## src/rtl/seq_mult_pkg.sv

```systemverilog
// Shared width constants and controller state type for the
// shift-add sequential multiplier.
package seq_mult_pkg;

    localparam int WIDTH = 32;

    function automatic int cnt_w(input int w);
        return (w > 1) ? $clog2(w) : 1;
    endfunction

    localparam int CNT_W = cnt_w(WIDTH);

    typedef enum logic [2:0] {
        IDLE,
        LOAD,
        EVAL,
        SHIFT,
        DONE
    } seq_mult_state_e;

endpackage

```

## src/rtl/seq_mult_ctrl.sv

```systemverilog
// Control FSM for the shift-add sequential multiplier: walks the
// multiplier LSB-first and strobes the datapath add/shift controls.
module seq_mult_ctrl #(
    parameter int WIDTH = seq_mult_pkg::WIDTH,
    parameter int CNT_W = seq_mult_pkg::cnt_w(WIDTH)
) (
    input  logic             clk_i,
    input  logic             rst_n_i,
    input  logic             start_i,
    input  logic             ack_i,
    input  logic             abort_i,
    input  logic [WIDTH-1:0] mr_i,
    output logic             ready_o,
    output logic             busy_o,
    output logic             done_o,
    output logic             mr_ld_o,
    output logic             md_ld_o,
    output logic             rs_clear_o,
    output logic             rs_load_o,
    output logic             rs_shr_o,
    output logic [CNT_W-1:0] bit_idx_o
);

    import seq_mult_pkg::*;

    seq_mult_state_e  state;
    seq_mult_state_e  state_nxt;
    logic [CNT_W-1:0] bit_idx;
    logic [CNT_W-1:0] bit_idx_nxt;
    logic             last;

    // Terminal bit: the counter stops here instead of wrapping.
    assign last      = (bit_idx == CNT_W'(WIDTH - 1));
    assign bit_idx_o = bit_idx;

    always_ff @(posedge clk_i or negedge rst_n_i) begin
        if (!rst_n_i) begin
            state   <= IDLE;
            bit_idx <= '0;
        end else begin
            state   <= state_nxt;
            bit_idx <= bit_idx_nxt;
        end
    end

    always_comb begin
        state_nxt   = state;
        bit_idx_nxt = bit_idx;
        ready_o     = 1'b0;
        busy_o      = 1'b0;
        done_o      = 1'b0;
        mr_ld_o     = 1'b0;
        md_ld_o     = 1'b0;
        rs_clear_o  = 1'b0;
        rs_load_o   = 1'b0;
        rs_shr_o    = 1'b0;

        unique case (state)
            IDLE: begin
                ready_o = 1'b1;
                if (start_i) begin
                    state_nxt = LOAD;
                end
            end

            LOAD: begin
                busy_o      = 1'b1;
                bit_idx_nxt = '0;
                if (abort_i) begin
                    state_nxt = IDLE;
                end else begin
                    mr_ld_o    = 1'b1;
                    md_ld_o    = 1'b1;
                    rs_clear_o = 1'b1;
                    state_nxt  = EVAL;
                end
            end

            EVAL: begin
                busy_o = 1'b1;
                if (abort_i) begin
                    state_nxt   = IDLE;
                    bit_idx_nxt = '0;
                end else if (mr_i[bit_idx]) begin
                    rs_load_o = 1'b1;
                    state_nxt = SHIFT;
                end else begin
                    // Zero bit: shift only, stay in EVAL for the next bit.
                    rs_shr_o = 1'b1;
                    if (last) begin
                        state_nxt = DONE;
                    end else begin
                        bit_idx_nxt = bit_idx + 1'b1;
                    end
                end
            end

            SHIFT: begin
                busy_o = 1'b1;
                if (abort_i) begin
                    state_nxt   = IDLE;
                    bit_idx_nxt = '0;
                end else begin
                    rs_shr_o = 1'b1;
                    if (last) begin
                        state_nxt = DONE;
                    end else begin
                        bit_idx_nxt = bit_idx + 1'b1;
                        state_nxt   = EVAL;
                    end
                end
            end

            DONE: begin
                done_o  = 1'b1;
                ready_o = 1'b1;
                if (abort_i) begin
                    state_nxt   = IDLE;
                    bit_idx_nxt = '0;
                end else if (start_i) begin
                    // New start doubles as the ack for the held product.
                    state_nxt = LOAD;
                end else if (ack_i) begin
                    state_nxt = IDLE;
                end
            end

            default: begin
                state_nxt   = IDLE;
                bit_idx_nxt = '0;
            end
        endcase
    end

endmodule

```

## config.mk

```make
export PLATFORM = sky130hd
export DESIGN_NAME = seq_mult_ctrl
export DESIGN_NICKNAME = d
export VERILOG_FILES = /design/src/rtl/seq_mult_pkg.sv /design/src/rtl/seq_mult_ctrl.sv
export SDC_FILE = /design/constraint.sdc
export NUM_CORES = 1
export LEC_CHECK = 0
export CAP_MARGIN = 5
export CORE_MARGIN = 3
export CORE_UTILIZATION = 42
export DETAILED_ROUTE_END_ITERATION = 8
export GPL_TIMING_DRIVEN = 0
export PLACE_DENSITY = 0.86
export SLEW_MARGIN = 25
export SYNTH_ARGS = -nofsm -noshare
export SYNTH_HDL_FRONTEND = slang
export SYNTH_SLANG_ARGS = --single-unit
```

## constraint.sdc

```tcl
create_clock -name clk_i -period 4.9 [get_ports clk_i]
set_clock_uncertainty 0.2 [all_clocks]
set_input_delay 1.47 -clock clk_i [delete_from_list [all_inputs] [get_ports clk_i]]
set_output_delay 1.47 -clock clk_i [all_outputs]
set_load 0.01 [all_outputs]
```

# ---- After elaboration in Yosys (flattened, before gate mapping)
# Cells that the tools add are included.
dict set report word_totals {
  ff_bits 8
  input_bits 37
  out_inout_bits 13
}
dict set report classes {
  add_sub_neg 1
  n_bitwise 1
  reduce_logical 5
  order_cmp 1
  n_mux 30
  eq_ne 10
}
# operator count
set ops {}
lappend ops {{2-to-1 mux 3 bit} 9}
lappend ops {{2-to-1 mux 5 bit} 5}
lappend ops {{case mux 5 bit (4 select lines)} 1}
lappend ops {{case mux 3 bit (5 select lines)} 1}
lappend ops {{2-to-1 mux 1 bit} 11}
lappend ops {{!= test 4 bit (second input constant)} 2}
lappend ops {{== test 3 x 2 -> 1 bit (second input constant)} 2}
lappend ops {{less-than comparator 5 x 6 -> 1 bit (second input constant)} 1}
lappend ops {{AND reduction 3 bit} 2}
lappend ops {{adder 5 x 1 -> 5 bit (second input constant)} 1}
lappend ops {{binary-select mux 1 bit (select 5 bit)} 1}
lappend ops {{== test 5 bit (second input constant)} 1}
lappend ops {{!= test 2 bit (second input constant)} 2}
lappend ops {{== test 3 x 1 -> 1 bit (second input constant)} 1}
lappend ops {{== test 3 bit (second input constant)} 1}
lappend ops {{zero test 3 bit} 1}
lappend ops {{!= test 3 bit (second input constant)} 1}
lappend ops {{OR reduction 3 bit} 1}
lappend ops {{2-to-1 mux 2 bit} 1}
lappend ops {{case mux 1 bit (2 select lines)} 1}
lappend ops {{OR reduction 2 bit} 1}
lappend ops {{inverter 1 bit} 1}

# ---- Logic depth before layout (Yosys ltp)
dict set report depth {
  ltp_word 5
  mapped_depth 7
}

# ---- Worst setup path before layout
# Ideal clock, no wire load.
dict set report synth_path {
  kind {input-to-output}
  from {input mr_i[17]}
  to {output rs_shr_o}
  arrival_ps 2510
  t_required_ps 3230
  setup_slack_ps 720
  n_path_buf 0
  stages 4
  path_cell_list {mux4_1 o22ai_1 a211o_2 and3_2}
}
dict set report synth_via {
  elab_chain_cells 5
}
# item line
set synth_rtl {}
lappend synth_rtl {{start: declaration} seq_mult_ctrl.sv:12} ;# input logic [WIDTH-1:0] mr_i,
lappend synth_rtl {{binary-select mux 1 bit (select 5 bit)} seq_mult_ctrl.sv:84} ;# end else if (mr_i[bit_idx]) begin
lappend synth_rtl {{2-to-1 mux 1 bit (implied by the code)} seq_mult_ctrl.sv:84}
lappend synth_rtl {{2-to-1 mux 1 bit} seq_mult_ctrl.sv:84}
lappend synth_rtl {{2-to-1 mux 1 bit} seq_mult_ctrl.sv:81} ;# if (abort_i) begin
lappend synth_rtl {{case mux 1 bit (2 select lines)} seq_mult_ctrl.sv:58} ;# unique case (state)
lappend synth_rtl {{end: declaration} seq_mult_ctrl.sv:20} ;# output logic rs_shr_o,
# No other way between the ends. The select of a mux whose other input is x is not followed.

# ---- Worst setup path in the final report
dict set report layout_path {
  from {input mr_i[18]}
  to {output rs_shr_o}
}
# The elaborated chain is that of the path after synthesis.

==> flow_summary_export.csv <==
group,metric,value,unit
status,status,"finished, final reports clean",
routing,avgRoutedWirePerCell,16.5,um
grt,grt.total_usage,21.3,%
logic_synthesis,syn-instance-count,86,
timing,hold_viol_final,0,
logic_synthesis,syn_nets,125,
worst_setup_path,critPathLaunchType,"primary input",
routing,ant_nets,0,
placed_design,pre_cts_ws,-0.276,ns
placed_design,place_hpwl,2230,um
floorplanning,die_area,0.00280,mm^2
clocking,cts_buffers,3,
clocking,cts.htree.levels,1,
cells_and_area,seq_area,200,um^2
cells_and_area,n_antenna_cell,0,
floorplanning,ios,50,
logic_synthesis,synth_top_area_share,21.7,%
grt,grt.overflow.total,0,
cells_and_area,finalNonFillerCells,165,
clocking,cts.clk_slew.worst_paths,0.05,ns
worst_setup_path,crit_fanout,4,
power,p_leak,0.582,nW
grt,grt_pass1_wl,4310,um
cells_and_area,layout_common_cells,"clkdlybuf4s50_1 (47), dfrtp_1 (8), nor2_1 (7)",
worst_setup_path,crit_required,3.23,ns
timing,rsz0062_at_grt,"no",
timing,finalSetupTns,0,ns
clocking,cts.sinks,8,
floorplanning,die_h,52.9,um
cells_and_area,area_growth,60.0,%
cells_and_area,final_util,73.1,%
routing,dr.first_iter.drc_count,13,
logic_synthesis,synthDistinctLibCells,43,
worst_setup_path,worstPathArrival,3.16,ns
timing,finalHoldWorstSlack,0.395,ns
placed_design,placed_area,0.00145,mm^2
logic_synthesis,async_reset_ff_share,100,%
logic_synthesis,synth_area_leader_cell,"dfrtp_1",
timing,slew_headroom,61.7,%
clocking,cts_root_buf,"clkbuf_4",
cells_and_area,fin_area,0.00148,mm^2
routing,viasPerCell,5.38,
cells_and_area,drive_gt1_share,21.7,%
worst_hold_path,hold_class,"register to register",
logic_synthesis,yosys_most_used_dff,"dfrtp_1",
floorplanning,core,0.00202,mm^2
power,power_density,303,mW/mm^2
timing,worst-slew-pin-transition,0.561,ns
grt,antenna_found_initial,0,
logic_synthesis,ys_seq_elements,8,
grt,grt_pass1_vias,942,
clocking,clock_latency,0.25,ns
clocking,cts_tree,"yes",
cells_and_area,layout_commonest_cell,"clkdlybuf4s50_1",
worst_setup_path,crit_type,"primary input to output port",
worst_setup_path,endpoint_kind,"output port",
logic_synthesis,yosysWarnings,0,
placed_design,gp_congestion,0.748,
power,power.total,0.447,mW
routing,vias,888,
timing,finalMaxSlewViolations,0,
routing,drc,0,
routing,drt-total-wl,2720,um
timing,setup_ws,0.0678,ns
logic_synthesis,yosysSeqAreaShare,21.7,%
floorplanning,die_w,52.9,um
routing,firstDrtPassIters,4,
clocking,clock_path_buffers,2,
clocking,ctsHoldBuffers,0,
timing,finalCritPeriodShare,98.6,%
placed_design,dp_cells,162,
logic_synthesis,synth_edf_count,0,
logic_synthesis,synthTopCellsByArea,"dfrtp_1 (22%), mux4_1 (11%), mux2_4 (4.9%)",
logic_synthesis,netlist_area,923,um^2
cells_and_area,fill_cells,147,
timing,max_freq,207,MHz
logic_synthesis,avgSynthCellArea,10.7,um^2
power,ir_drop,0.194,mV
placed_design,port_buffers,49,
grt,grt_max_degree,11,
cells_and_area,nets,179,
flow_run,max_cap_viol_count,0,
timing,setup_viol,0,
floorplanning,start_util,45.7,%
timing,finalCriticalPeriod,4.83,ns
floorplanning,rows,16,
cells_and_area,multi_input_area,656,um^2
## final cells by class
class                           instances  share of cell area, %
Multi-Input combinational cell         68                   44.4
Sequential cell                         8                   13.5
Clock buffer                            3                   1.52
Inverter                                3                  0.762
Tap cell                               27                   2.29
Buffer                                  7                   4.40
Timing Repair Buffer                   49                   33.1
## sequential cells by signal, summed over array words and instances, names as in the netlist
register / cells
bit_idx_o: 5
state: 3
## where the power goes
| part | total, mW | leakage, nW | internal [mW] | switching (mW) |
|---|---|---|---|---|
| clock | 0.0505 | 0.0138 | 0.0280 | 0.0225 |
| combinational | 0.307 | 0.460 | 0.178 | 0.128 |
| sequential | 0.0901 | 0.108 | 0.0769 | 0.0132 |
## cells by family after synthesis
logic type      share of synthesized area (%)
simple gates                             19.2
compound gates                           22.4
mux                                      25.7
buf+inv                                  8.27
flops                                    21.7
fa+ha+maj                                2.71
## layer usage
layer	GRT usage [%]	share of wire (%)
met1	25.2	42
met2	39.0	54
met3	1.41	3.2
met4	9.36	1.1
met5	0	0
## cells in the mapped netlist, types with 3 or more instances
| master | n |
|---|---|
| nor2_1 | 7 |
| inv_1 | 3 |
| mux4_1 | 4 |
| a21oi_1 | 3 |
| dfrtp_1 | 8 |
| mux2_4 | 3 |
| nand2b_1 | 5 |
| nand2_1 | 5 |
## timing repair
action / CTS / global route
gates resized for setup: 3 / 3
pin swaps: 1 / 2
endpoints found under the setup margin: 2 / 4
gates cloned: 0 / 0
setup buffers: 0 / 0
## path summary, 6_finish.rpt
path	slack (ns)	depth (start not counted)	endpoint	from
max in group asynchronous	2.94	1	state[0]$_DFFE_PN0P_	rst_n_i
worst max register to register	2.53	7	bit_idx_o[3]$_DFFE_PN0P_	bit_idx_o[0]$_DFFE_PN0P_
min in group asynchronous	1.29	1	bit_idx_o[1]$_DFFE_PN0P_	rst_n_i
worst min-delay path	0.40	1	state[1]$_DFFE_PN0P_	state[1]$_DFFE_PN0P_
worst min register to register	0.40	1	state[1]$_DFFE_PN0P_	state[1]$_DFFE_PN0P_
worst max-delay path	0.07	6	rs_shr_o	mr_i[18]
## critical path, cell delays in order
cell	delay (ns)
clkdlybuf4s50_1	0.42
mux4_2	0.49
o22ai_2	0.17
a211o_2	0.17
and3_2	0.20
clkdlybuf4s15_1	0.24
No activity file was read; power rests on OpenSTA's default activity.
